`src/rtl/mem_access_sequencer.sv`:
```
// mem_access_sequencer
// Runs every memory transaction requested by the control unit (MOV/RW/SIZE/SU)
// against a synchronous data RAM: alignment check, fixed wait-state access,
// big-endian lane steering and load extension, then a MOC or Align_Err pulse.
//
// Ports
//   Clock, Reset         rising-edge clock, asynchronous active-low reset
//   MOV, RW, SIZE, SU    request handshake and attributes from the control unit
//   Address, DataIn      byte address (MAR) and right-justified store data (MDR)
//   DataOut              extended load data to MDR, held until the next load
//   MOC, Align_Err       one-cycle completion / misalignment pulses
//   Busy                 high whenever the sequencer is not idle
//   Ram_En, Ram_WE       RAM enable and write enable
//   Ram_Addr, Ram_BE     word address and big-endian byte enables
//   Ram_WData, Ram_RData lane-replicated store data, RAM read data
module mem_access_sequencer #(
    parameter int unsigned WAIT_CYCLES = 2,
    parameter int unsigned ADDR_W      = 32
) (
    input  logic              Clock,
    input  logic              Reset,
    input  logic              MOV,
    input  logic              RW,
    input  logic [1:0]        SIZE,
    input  logic              SU,
    input  logic [ADDR_W-1:0] Address,
    input  logic [31:0]       DataIn,
    output logic [31:0]       DataOut,
    output logic              MOC,
    output logic              Align_Err,
    output logic              Busy,
    output logic              Ram_En,
    output logic              Ram_WE,
    output logic [ADDR_W-1:0] Ram_Addr,
    output logic [3:0]        Ram_BE,
    output logic [31:0]       Ram_WData,
    input  logic [31:0]       Ram_RData
);

    localparam int unsigned    CNT_W    = 4;
    localparam logic [CNT_W-1:0] CNT_INIT = CNT_W'(WAIT_CYCLES - 1);

    localparam logic [1:0] SZ_BYTE = 2'b00;
    localparam logic [1:0] SZ_HALF = 2'b01;
    localparam logic [1:0] SZ_WORD = 2'b10;

    typedef enum logic [2:0] {
        S_IDLE,
        S_ACCESS,
        S_DONE,
        S_ERR,
        S_HOLD
    } state_t;

    state_t           state, state_d;
    logic [CNT_W-1:0] cnt, cnt_d;
    logic             accept;
    logic             load_cap;
    logic             req_bad;
    logic [3:0]       new_be;
    logic [31:0]      new_wdata;
    logic             rw_d;
    logic [3:0]       be_d;

    // Latched request attributes (valid from acceptance until the next one)
    logic             lat_rw;
    logic [1:0]       lat_size;
    logic [1:0]       lat_off;
    logic             lat_su;
    logic [3:0]       be_q;

    // Select the addressed byte/halfword from a big-endian word and extend it
    function automatic logic [31:0] extend_load(
        input logic [31:0] rdata,
        input logic [1:0]  size,
        input logic [1:0]  off,
        input logic        su
    );
        logic [7:0]  b;
        logic [15:0] h;
        logic [31:0] res;
        case (off)
            2'd0:    b = rdata[31:24];
            2'd1:    b = rdata[23:16];
            2'd2:    b = rdata[15:8];
            default: b = rdata[7:0];
        endcase
        h = off[1] ? rdata[15:0] : rdata[31:16];
        case (size)
            SZ_BYTE: res = {{24{su & b[7]}}, b};
            SZ_HALF: res = {{16{su & h[15]}}, h};
            default: res = rdata;
        endcase
        return res;
    endfunction

    // Request decode on the live inputs (only used at acceptance)
    always_comb begin
        req_bad   = 1'b0;
        new_be    = 4'b0000;
        new_wdata = DataIn;
        case (SIZE)
            SZ_BYTE: begin
                new_be    = 4'b1000 >> Address[1:0];
                new_wdata = {4{DataIn[7:0]}};
            end
            SZ_HALF: begin
                req_bad   = Address[0];
                new_be    = Address[1] ? 4'b0011 : 4'b1100;
                new_wdata = {2{DataIn[15:0]}};
            end
            SZ_WORD: begin
                req_bad   = (Address[1:0] != 2'b00);
                new_be    = 4'b1111;
                new_wdata = DataIn;
            end
            default: begin
                req_bad   = 1'b1;
                new_be    = 4'b0000;
                new_wdata = DataIn;
            end
        endcase
    end

    // Next-state logic
    always_comb begin
        state_d  = state;
        cnt_d    = cnt;
        accept   = 1'b0;
        load_cap = 1'b0;
        case (state)
            S_IDLE: begin
                if (MOV) begin
                    accept = 1'b1;
                    if (req_bad) begin
                        state_d = S_ERR;
                    end else begin
                        state_d = S_ACCESS;
                        cnt_d   = CNT_INIT;
                    end
                end
            end
            S_ACCESS: begin
                if (cnt == '0) begin
                    state_d  = S_DONE;
                    load_cap = lat_rw;
                end else begin
                    cnt_d = cnt - CNT_W'(1);
                end
            end
            S_DONE, S_ERR: begin
                state_d = MOV ? S_HOLD : S_IDLE;
            end
            S_HOLD: begin
                if (!MOV) begin
                    state_d = S_IDLE;
                end
            end
            default: begin
                state_d = S_IDLE;
            end
        endcase
    end

    // RAM controls are registered from the next state, so the values being
    // latched this edge are the ones steering the first access cycle
    always_comb begin
        rw_d = accept ? RW     : lat_rw;
        be_d = accept ? new_be : be_q;
    end

    // State, request latch and registered outputs
    always_ff @(posedge Clock or negedge Reset) begin
        if (!Reset) begin
            state     <= S_IDLE;
            cnt       <= '0;
            lat_rw    <= 1'b0;
            lat_size  <= 2'b00;
            lat_off   <= 2'b00;
            lat_su    <= 1'b0;
            be_q      <= 4'b0000;
            DataOut   <= '0;
            MOC       <= 1'b0;
            Align_Err <= 1'b0;
            Busy      <= 1'b0;
            Ram_En    <= 1'b0;
            Ram_WE    <= 1'b0;
            Ram_Addr  <= '0;
            Ram_BE    <= 4'b0000;
            Ram_WData <= '0;
        end else begin
            state <= state_d;
            cnt   <= cnt_d;
            if (accept) begin
                lat_rw    <= RW;
                lat_size  <= SIZE;
                lat_off   <= Address[1:0];
                lat_su    <= SU;
                be_q      <= new_be;
                Ram_Addr  <= {Address[ADDR_W-1:2], 2'b00};
                Ram_WData <= new_wdata;
            end
            if (load_cap) begin
                DataOut <= extend_load(Ram_RData, lat_size, lat_off, lat_su);
            end
            Ram_En    <= (state_d == S_ACCESS);
            Ram_WE    <= (state_d == S_ACCESS) && !rw_d;
            Ram_BE    <= (state_d == S_ACCESS) ? be_d : 4'b0000;
            MOC       <= (state_d == S_DONE);
            Align_Err <= (state_d == S_ERR);
            Busy      <= (state_d != S_IDLE);
        end
    end

endmodule

```
`config.mk`:
```
export PLATFORM = sky130hd
export DESIGN_NAME = mem_access_sequencer
export DESIGN_NICKNAME = d
export VERILOG_FILES = /design/src/rtl/mem_access_sequencer.sv
export SDC_FILE = /design/constraint.sdc
export NUM_CORES = 1
export LEC_CHECK = 0
export ABC_AREA = 0
export CAP_MARGIN = 20
export CORE_MARGIN = 8
export CORE_UTILIZATION = 45
export CTS_CLUSTER_SIZE = 40
export DETAILED_ROUTE_END_ITERATION = 10
export PLACE_DENSITY = 0.81
export SYNTH_ARGS = -nofsm -noshare
export SYNTH_HDL_FRONTEND = slang
export SYNTH_SLANG_ARGS = --single-unit
```
`constraint.sdc`:
```
create_clock -name Clock -period 2.6 [get_ports Clock]
set_input_delay 0.65 -clock Clock [delete_from_list [all_inputs] [get_ports Clock]]
set_output_delay 0.65 -clock Clock [all_outputs]
set_load 0.03 [all_outputs]
```
==> impl_metrics.yaml <==
outcome:
  outcome: "finished, final reports clean"
pwr:
  swShare: 0.421
  net-switching-power_mw: 4.74
  combPwrFrac: 0.494
  power_frac_seq: 0.300
  clockPowerShare: 0.206
  p_int_mw: 6.50
  peakVddDrop_mv: 0.773
  p_leak_nw: 3.78
  pwr_density_cell_nw_per_um2: 1360
sta:
  slew-limit-headroom: 0.580
  min_period_ps: 2280
  setup_violations: 0
  rsz0062_at_grt: "false"
  fin_crit_sh: 0.878
  drv_slew: 0
  clock_skew_ps: 6.35
  clock.fmax_mhz: 438
  hold-worst-slack_ps: 95.3
  hold_violations: 0
  worstMarginPinSlew_ps: 629
final_layout:
  utilization: 0.689
  nets: 898
  area_growth_pct: 49.9
  n_antenna_cell: 0
  fin_area_um2: 8280
  drive_gt1_frac: 0.0771
placement:
  place_congestion: 0.901
  port_buffers: 205
  place_hpwl_um: 12900
  place_area_um2: 7700
job:
  cap_violations: 0
floorplan:
  start_util: 0.460
  dieHeight_um: 127
  die_x_um: 127
  rows: 40
  fp.coreArea_um2: 12000
  ios: 208
  die_area_um2: 16100
synthesis:
  syn_avg_cell_area_um2: 9.30
  mappedNetlistArea_um2: 5520
  synth_area_leaders: "dfrtp_1 54%, nand2_1 13%, mux2i_1 5.6%, a21oi_1 3.5%, o21ai_0 3.2%"
  synth_compound_area_frac: 0.132
  synth_mux_area_frac: 0.0623
  synth_seq_area_share: 0.544
  synth_edf_count: 0
  synth_top_area_frac: 0.544
  ys_ff_latch: 120
  ys_async_sr_fraction: 1.00
  synth_cell_type_count: 46
  yosysWarnings: 0
  yosysTopAreaCell: "dfrtp_1"
  yosys.area_share.adder: 0.00453
  netlist_instances: 594
  synth_xor_xnor_area_share: 0.00317
  synthFlopType: "dfrtp_1"
  synthSimpleGateAreaFrac: 0.207
  synth_top_family_by_area: "simple AND/OR/NAND/NOR gates"
grt:
  grt_pass1_wl_um: 28500
  grt_start_max_net_pins: 87
  grt_remaining_overflow: 0
  grt_pass1_vias: 5456
  antenna_found_initial: 0
  grt_usage: 0.224
setup_path:
  worst_setup_path_start_kind: "flip-flop"
  worstSetupPathType: "flip-flop to flip-flop"
  crit_fanout: 28
  r2r_slack_ps: 320
  cp.required_ps: 2910
  cp.arrival_ps: 2590
  endpoint_kind: "flip-flop"
  rr_worst_depth: 8
  r2r_end: "DataOut[27]$_DFFE_PN0P_"
  rr_startpoint: "cnt[0]$_DFFE_PN0P_"
clock_network:
  cts_made_buffers: 17
  clock_path_buffers: 2
  cts-root-buf: "clkbuf_16"
  cts_setup_buffers: 0
  clock-sinks: 120
  cts.htree.levels: 4
  hold_buffers: 0
  clk_pin_slew_worst_paths_ps: 60
  clk_latency_ps: 410
  ctsResizeCount: 0
  cts_tree: "yes"
route:
  num_vias: 5089
  wl_per_cell_um: 18.7
  wirelength_um: 17700
  drc: 0
  vias_per_cell: 5.35
  drtAntennaViolNets: 0
  drtIter0Drc: 450
  first_pass_iters: 5
hold_path:
  hp-class: "input pin to async pin"
[critical path, stage by stage, from the launching register on]
cell,delay (ps)
dfrtp_1,370
inv_1,120
ha_1,170
or3b_1,370
buf_4,170
nor4_4,190
buf_4,340
o211ai_4,260
o21ai_0,190
[layer usage]
layer  wire length (um)  part of all wire  track usage  up-vias
li1                   -                 -            -     2387
met1               6840              0.39        0.247     2448
met2               8320              0.47        0.360      232
met3               2280              0.13        0.121       22
met4                288             0.016       0.0833        0
met5                  0                 0            0        -
[registers in the layout, summed over array words and instances, names as in the netlist, 2 cells and up]
register   flops
Ram_WData     32
be_q           4
Ram_BE         4
lat_size       2
Ram_Addr      30
cnt            4
lat_off        2
state          3
DataOut       32
[power by group through the flow]
stage,sequential [mW],clock [mW],combinational [mW]
finish,3.38,2.31,5.55
detailed placement,3.38,0,5.56
global placement,3.33,0,5.44
global route,3.48,2.42,5.98
CTS,3.37,2.35,5.61
floorplan,4.67,0,1.89
[metrics by stage]
stage	setup TNS [ps]	std cells	setup slack, ps	power, mW
2_1_floorplan	0	595	493	6.55
3_3_place_gp	0	921	50.9	8.77
3_5_place_dp	-205	921	-75.5	8.95
4_1_cts	0	951	313	11.3
5_1_grt	0	951	200	11.9
6_report	0	951	317	11.2
[layout by cell type (no fill, tap or decap), drive strengths merged, types with 3 or more instances in the layout]
| cell type | count |
|---|---|
| o31ai | 6 |
| nor2 | 40 |
| nand3 | 18 |
| nor3 | 3 |
| o21ai | 38 |
| clkdlybuf4s50 | 204 |
| a22o | 8 |
| a311oi | 6 |
| dfrtp | 120 |
| clkbuf | 28 |
| o21a | 3 |
| inv | 5 |
| or3 | 6 |
| buf | 20 |
| nand2 | 186 |
| a22oi | 8 |
| mux2i | 31 |
| a21oi | 40 |
[how the worst max path moves through the flow]
stage,start,end,slack (ps),depth (start not counted)
global route,cnt[0]$_DFFE_PN0P_,DataOut[23]$_DFFE_PN0P_,200,8
finish,cnt[0]$_DFFE_PN0P_,DataOut[27]$_DFFE_PN0P_,320,8
detailed placement,Ram_RData[31],DataOut[23]$_DFFE_PN0P_,-80,5
CTS,cnt[0]$_DFFE_PN0P_,DataOut[27]$_DFFE_PN0P_,310,8
global placement,Ram_RData[23],DataOut[23]$_DFFE_PN0P_,50,5
floorplan,cnt[0]$_DFFE_PN0P_,DataOut[2]$_DFFE_PN0P_,490,9
[cells in the mapped netlist (2+ instances only)]
cell,count
a21oi_1,39
a22o_1,8
a22oi_1,8
a311oi_1,6
and2_1,2
and3_1,2
buf_1,2
buf_2,12
buf_4,2
buf_6,6
clkbuf_1,23
dfrtp_1,120
ha_1,2
inv_1,5
mux2i_1,31
nand2_1,186
nand2b_1,2
nand3_1,18
nand4_1,2
nor2_1,40
nor2b_1,2
nor3_1,3
o21a_1,3
o21ai_0,35
o21ai_2,2
o22ai_1,2
o31ai_2,6
or3_1,6
xor2_1,2
[kinds of logic (layout without fill, tap and decap cells)]
group | Yosys count | count (layout)
and+or+nand+nor | 272 | 272
DFF | 120 | 120
AOI/OAI and AO/OA | 114 | 114
buffers and inverters | 50 | 259
muxes | 33 | 33
adders and majority gates | 2 | 2
xor gates and xnor gates | 2 | 2
other | 1 | 2
[final cells by class]
type / count / area, um2
Tap cell: 147 / 184
Inverter: 5 / 18.8
Timing Repair Buffer: 224 / 2220
Clock buffer: 28 / 517
Multi-Input combinational cell: 425 / 2280
Sequential cell: 120 / 3000
Clock inverter: 2 / 60.1
Fill cell: 915 / 3730
(Power assumes the default switching activity.)
